File: config.mk
export PLATFORM = sky130hd
export DESIGN_NAME = bus_uart_tx
export DESIGN_NICKNAME = d
export VERILOG_FILES = /design/src/rtl/bus_uart_tx.sv
export SDC_FILE = /design/constraint.sdc
export NUM_CORES = 1
export LEC_CHECK = 0
export ABC_AREA = 1
export CAP_MARGIN = 15
export CORE_MARGIN = 2
export CORE_UTILIZATION = 54
export DETAILED_ROUTE_END_ITERATION = 16
export GPL_ROUTABILITY_DRIVEN = 1
export GPL_TIMING_DRIVEN = 0
export PLACE_DENSITY = 0.83
export RECOVER_POWER = 50
export SLEW_MARGIN = 0
export SYNTH_ARGS = -nofsm -noshare
export SYNTH_HDL_FRONTEND = slang
export SYNTH_SLANG_ARGS = --single-unit
File: constraint.sdc
create_clock -name cpu_clk -period 3.1 [get_ports cpu_clk]
set_input_delay 0.775 -clock cpu_clk [delete_from_list [all_inputs] [get_ports cpu_clk]]
set_output_delay 0.775 -clock cpu_clk [all_outputs]
set_load 0.02 [all_outputs]
File: src/rtl/bus_uart_tx.sv
// bus_uart_tx: memory-mapped UART transmitter with an 8-deep byte FIFO.
//
// Register window (16 bytes at BASE_ADDR, address bits [3:0] select the register):
//   0x0 TXDATA  W: push Bus_wdata[7:0] into the FIFO     R: 0
//   0x4 STATUS  R: {20'b0, count[3:0], 4'b0, ovr, empty, full, busy}
//               W: writing 1 to bit 3 clears the sticky overrun flag
//   0x8 DIV     R/W: 16-bit baud divisor (cpu_clk cycles per bit); 0 is stored as 1
//   0xC         reserved: reads 0, writes ignored
//
// Ports:
//   cpu_clk    single clock; all state changes on its rising edge
//   cpu_rst    synchronous reset, active low
//   Bus_addr   byte address from the CPU bridge
//   Bus_wen    write strobe
//   Bus_wdata  write data
//   Bus_rdata  combinational read data for the current Bus_addr (0 outside the window)
//   uart_txd   registered serial output, idle high
//
// Build option: define UART_PARITY_EN to insert an even-parity bit between the
// last data bit and the stop bit (11-bit frame instead of 10).
module bus_uart_tx #(
  parameter logic [31:0] BASE_ADDR = 32'hFFFF_F100,
  parameter logic [15:0] DEF_DIV   = 16'd217
) (
  input  logic        cpu_clk,
  input  logic        cpu_rst,
  input  logic [31:0] Bus_addr,
  input  logic        Bus_wen,
  input  logic [31:0] Bus_wdata,
  output logic [31:0] Bus_rdata,
  output logic        uart_txd
);

  typedef enum logic [2:0] {
    S_IDLE,
    S_START,
    S_DATA,
`ifdef UART_PARITY_EN
    S_PARITY,
`endif
    S_STOP
  } state_e;

  // ---------------- register decode ----------------
  logic       sel;
  logic [1:0] off;
  logic       wr_tx, wr_st, wr_div;

  assign sel    = (Bus_addr[31:4] == BASE_ADDR[31:4]);
  assign off    = Bus_addr[3:2];
  assign wr_tx  = sel && Bus_wen && (off == 2'd0);
  assign wr_st  = sel && Bus_wen && (off == 2'd1);
  assign wr_div = sel && Bus_wen && (off == 2'd2);

  // Byte-lane bits of the address and the top half of write data are never decoded.
  logic unused_bits;
  assign unused_bits = ^{Bus_addr[1:0], Bus_wdata[31:16]};

  // ---------------- FIFO ----------------
  logic [7:0] mem_q [8];
  logic [2:0] wr_ptr_q, rd_ptr_q;
  logic [3:0] cnt_q;
  logic       ovr_q;
  logic       full, empty, push, pop;
  logic [7:0] head;

  assign full  = (cnt_q == 4'd8);
  assign empty = (cnt_q == 4'd0);
  assign head  = mem_q[rd_ptr_q];
  // A pop in the same cycle frees the slot, so a write to a full FIFO still lands.
  assign push  = wr_tx && (!full || pop);

  always_ff @(posedge cpu_clk) begin
    if (push) mem_q[wr_ptr_q] <= Bus_wdata[7:0];
  end

  always_ff @(posedge cpu_clk) begin
    if (!cpu_rst) begin
      wr_ptr_q <= '0;
      rd_ptr_q <= '0;
      cnt_q    <= '0;
      ovr_q    <= 1'b0;
    end else begin
      if (push) wr_ptr_q <= wr_ptr_q + 3'd1;
      if (pop)  rd_ptr_q <= rd_ptr_q + 3'd1;
      case ({push, pop})
        2'b10:   cnt_q <= cnt_q + 4'd1;
        2'b01:   cnt_q <= cnt_q - 4'd1;
        default: cnt_q <= cnt_q;
      endcase
      if (wr_tx && full && !pop)          ovr_q <= 1'b1;
      else if (wr_st && Bus_wdata[3])     ovr_q <= 1'b0;
    end
  end

  // ---------------- divisor ----------------
  logic [15:0] div_q;

  always_ff @(posedge cpu_clk) begin
    if (!cpu_rst)    div_q <= DEF_DIV;
    else if (wr_div) div_q <= (Bus_wdata[15:0] == 16'd0) ? 16'd1 : Bus_wdata[15:0];
  end

  // ---------------- transmit FSM ----------------
  state_e      state_q, state_d;
  logic [15:0] baud_q, baud_d;   // cycles remaining in the current bit, minus one
  logic [2:0]  bit_q, bit_d;     // data bit index
  logic [7:0]  shift_q, shift_d;
  logic        txd_q, txd_d;
  logic        bit_end;
`ifdef UART_PARITY_EN
  logic        par_q, par_d;
`endif

  assign bit_end = (baud_q == 16'd0);

  always_comb begin
    state_d = state_q;
    baud_d  = bit_end ? div_q - 16'd1 : baud_q - 16'd1;  // reload picks up DIV at each bit start
    bit_d   = bit_q;
    shift_d = shift_q;
    txd_d   = txd_q;
    pop     = 1'b0;
`ifdef UART_PARITY_EN
    par_d   = par_q;
`endif
    case (state_q)
      S_IDLE: begin
        txd_d  = 1'b1;
        baud_d = '0;
        if (!empty) begin
          pop     = 1'b1;
          shift_d = head;
`ifdef UART_PARITY_EN
          par_d   = ^head;
`endif
          bit_d   = '0;
          baud_d  = div_q - 16'd1;
          txd_d   = 1'b0;
          state_d = S_START;
        end
      end
      S_START: begin
        if (bit_end) begin
          txd_d   = shift_q[0];
          state_d = S_DATA;
        end
      end
      S_DATA: begin
        if (bit_end) begin
          if (bit_q == 3'd7) begin
`ifdef UART_PARITY_EN
            txd_d   = par_q;
            state_d = S_PARITY;
`else
            txd_d   = 1'b1;
            state_d = S_STOP;
`endif
          end else begin
            bit_d   = bit_q + 3'd1;
            shift_d = shift_q >> 1;
            txd_d   = shift_q[1];
          end
        end
      end
`ifdef UART_PARITY_EN
      S_PARITY: begin
        if (bit_end) begin
          txd_d   = 1'b1;
          state_d = S_STOP;
        end
      end
`endif
      S_STOP: begin
        if (bit_end) begin
          txd_d   = 1'b1;
          baud_d  = '0;
          state_d = S_IDLE;
        end
      end
      default: begin
        txd_d   = 1'b1;
        baud_d  = '0;
        state_d = S_IDLE;
      end
    endcase
  end

  always_ff @(posedge cpu_clk) begin
    if (!cpu_rst) begin
      state_q <= S_IDLE;
      baud_q  <= '0;
      bit_q   <= '0;
      shift_q <= '0;
      txd_q   <= 1'b1;
`ifdef UART_PARITY_EN
      par_q   <= 1'b0;
`endif
    end else begin
      state_q <= state_d;
      baud_q  <= baud_d;
      bit_q   <= bit_d;
      shift_q <= shift_d;
      txd_q   <= txd_d;
`ifdef UART_PARITY_EN
      par_q   <= par_d;
`endif
    end
  end

  assign uart_txd = txd_q;

  // ---------------- read mux ----------------
  logic busy;
  assign busy = (state_q != S_IDLE) || !empty;

  always_comb begin
    Bus_rdata = '0;
    if (sel) begin
      case (off)
        2'd1:    Bus_rdata = {20'b0, cnt_q, 4'b0, ovr_q, empty, full, busy};
        2'd2:    Bus_rdata = {16'b0, div_q};
        default: Bus_rdata = '0;
      endcase
    end
  end

endmodule

==> flow_summary_export.csv <==
group,metric,value,unit
floorplanning,initial_utilization,0.556,
cells_and_area,instances_no_fill,1007,
synthesis,yosysWarnings,0,
floorplanning,ios,100,
cts,cts_buffer_depth,2,
global_route,grt_max_degree,17,
global_route,grt_overflow,0,
cells_and_area,drive_above_1_share,0.159,
hold_path,hp-class,"flip-flop to flip-flop",
synthesis,synth.cell_area,6380,sq um
sta,fin_skew,0.00932,ns
cts,root_buffer,"clkbuf_16",
floorplanning,placeableCoreArea,11500,sq um
sta,finalSetupViolations,0,
synthesis,yosysTopAreaCell,"edfxtp_1",
cts,clk_pin_slew,0.06,ns
cells_and_area,final-seq-area,3120,sq um
global_route,grt_pass1_wl,25300,um
sta,setup_ws,0.0448,ns
cts,cts.sink_count,124,
placed_design,dp_hpwl,10700,um
route,wirelength,16400,um
critical_path,cp-start-kind,"primary input",
global_route,grt_pass1_vias,5389,
global_route,grt_util_all_layers,0.252,
cells_and_area,n_antenna_cell,0,
cells_and_area,layout.nets,936,
cells_and_area,area_delta_synth_final,26.4,%
pwr,p_int,4.26,mW
route,firstDrtPassIters,7,
floorplanning,rows,39,
floorplanning,die_h,113,um
job,maxCapViolCount,0,
synthesis,synth_edf_count,64,
sta,max_slew_margin,0.478,
cts,cts_buffers,17,
sta,period_share,0.986,
floorplanning,die_width,113,um
route,drt_iter0_drc,573,
sta,tightestPinTransition,0.783,ns
route,dr_total_vias,5644,
pwr,p_leak,3.44,nW
route,drc,0,
route,ant_nets,0,
route,highest_layer,"met4",
route,wl_met1,6510,um
sta,period_needed,3.06,ns
cells_and_area,multi_input_area,2930,sq um
cells_and_area,final_common_cell,"nand2_1",
pwr,power.switching,2.82,mW
synthesis,synth_area_per_cell,8.51,sq um
hold_path,min_path_cells,2,
cts,clkLatencyLatePin,0.43,ns
placed_design,io_buffer_count,64,
placed_design,placed_area,7260,sq um
pwr,powerDensity,878,nW/um^2
pwr,combPwrFrac,0.420,
cts,cts_hold_buf,0,
floorplanning,die_area,12700,sq um
sta,holdWs,0.453,ns
route,dr_wl_met2,7960,um
placed_design,dp.cells,972,
critical_path,crit_fanout,8,
synthesis,ys_top_cells_by_area,"edfxtp_1 30%, dfxtp_1 19%, nand2_1 8.3%",
synthesis,netlist.area_leader.share,0.301,
pwr,peakVddDrop,0.537,mV
cts,htreeDepth,4,
critical_path,arrival,2.28,ns
critical_path,cp-end-kind,"output pin",
synthesis,synth-seq-area-share,0.489,
sta,slew_viol_final,0,
cells_and_area,layout_common_cells,"141 x nand2_1, 99 x nor2_1, 69 x inv_1, 64 x edfxtp_1, 60 x dfxtp_1",
route,vias_per_cell,5.60,
placed_design,finalWeightedCongestion,0.872,
pwr,switching_share,0.399,
pwr,total_power,7.08,mW
placed_design,dp_slack,-0.599,ns
critical_path,required,2.32,ns
critical_path,crit_type,"primary input to output pin",
synthesis,synth_top_flop_cell,"edfxtp_1",
route,wl_per_cell,16.2,um
global_route,grt_antenna_before_repair,0,
pwr,clkPwrFrac,0.285,
cells_and_area,post-route-util,0.703,
critical_path,rr_worst_depth,14,
sta,max_freq,0.327,GHz
synthesis,synth_cells,750,
sta,final_hold_viol_count,0,
synthesis,async_reset_ff_frac,0,
cells_and_area,finalInstanceArea,8060,sq um
cts,tritoncts,"built",
pwr,p_seq_frac,0.296,
synthesis,ys_types,46,
cells_and_area,fillers,805,
route,wl_met3,1360,um
synthesis,ys_seq_elements,124,
outcome,status,"finished clean",
sta,tns,0,ns
## cells in the mapped netlist (all sizes together), types with 3 or more instances
cell and count:
a211oi 3, a21oi 54, a31oi 6, buf 24, clkbuf 15, dfxtp 60, edfxtp 64, ha 17
inv 79, nand2 150, nand3 32, nand3b 4, nand4 5, nor2 110, nor3 13, nor4 3
o211ai 4, o21a 6, o21ai 55, o22ai 16, or2 3, xnor2 5, xor2 16
## path summary, 6_finish.rpt
kind / startpoint / slack, ns / to
setup / recovery: Bus_addr[31] / 0.04 / Bus_rdata[11]
hold reg to reg: shift_q[7] / 0.45 / shift_q[7]
setup reg to reg: state_q[1] / 0.35 / cnt_q[3]
hold / removal: shift_q[7] / 0.45 / shift_q[7]
## sequential cells by signal (all words and copies together), names as in the netlist, named ones only
name and flops:
baud_q 16, bit_q 3, cnt_q 4, div_q 16, mem_q 64, ovr_q 1
rd_ptr_q 3, shift_q 8, state_q 2, uart_txd 1, wr_ptr_q 3
## worst max-delay path: stages
cell	delay, ns
clkdlybuf4s50_1	0.48
nand4_1	0.16
nor2_4	0.26
nand2_8	0.11
inv_6	0.09
nand2_8	0.10
a21oi_2	0.15
buf_4	0.16
## area by class of cell
type | instances | area share
clock buffers | 18 | 0.0532
plain buffers | 38 | 0.0295
multi-input cells | 524 | 0.363
well taps | 143 | 0.0222
flip-flops and latches | 124 | 0.387
clock inverters | 14 | 0.0213
repair buffers | 67 | 0.0853
inverters | 79 | 0.0379
## power by group through the flow
stage | clock [mW] | sequential [mW] | combinational (mW)
2_1_floorplan | 0 | 2.09 | 2.24
3_3_place_gp | 0 | 2.11 | 2.82
3_5_place_dp | 0 | 2.12 | 2.91
4_1_cts | 2.02 | 2.09 | 2.97
5_1_grt | 2.10 | 2.11 | 3.32
6_report | 2.02 | 2.09 | 2.97
## kinds of logic (layout without fill, tap and decap cells)
family	after synthesis	count (layout)	synth area share
flip-flops	124	124	0.489
AO/OA/AOI/OAI	148	148	0.134
XOR/XNOR	21	21	0.0288
AND/OR/NAND/NOR	320	321	0.227
other	1	16	0.000588
buffers and inverters	118	216	0.0839
adder cells (fa/ha/maj)	18	18	0.0365
## timing repair
action,4_1_cts,5_1_grt
buffers inserted,0,3
cloned,0,1
pin swaps,0,24
resized for setup,67,73
endpoints found under the setup margin,16,15
## metal layers
layer	vias up	global-route usage
met2	318	0.417
li1	2672	-
met5	-	0
met4	0	0.100
met1	2597	0.317
met3	57	0.0664
Power figures use the tool's default switching activity.
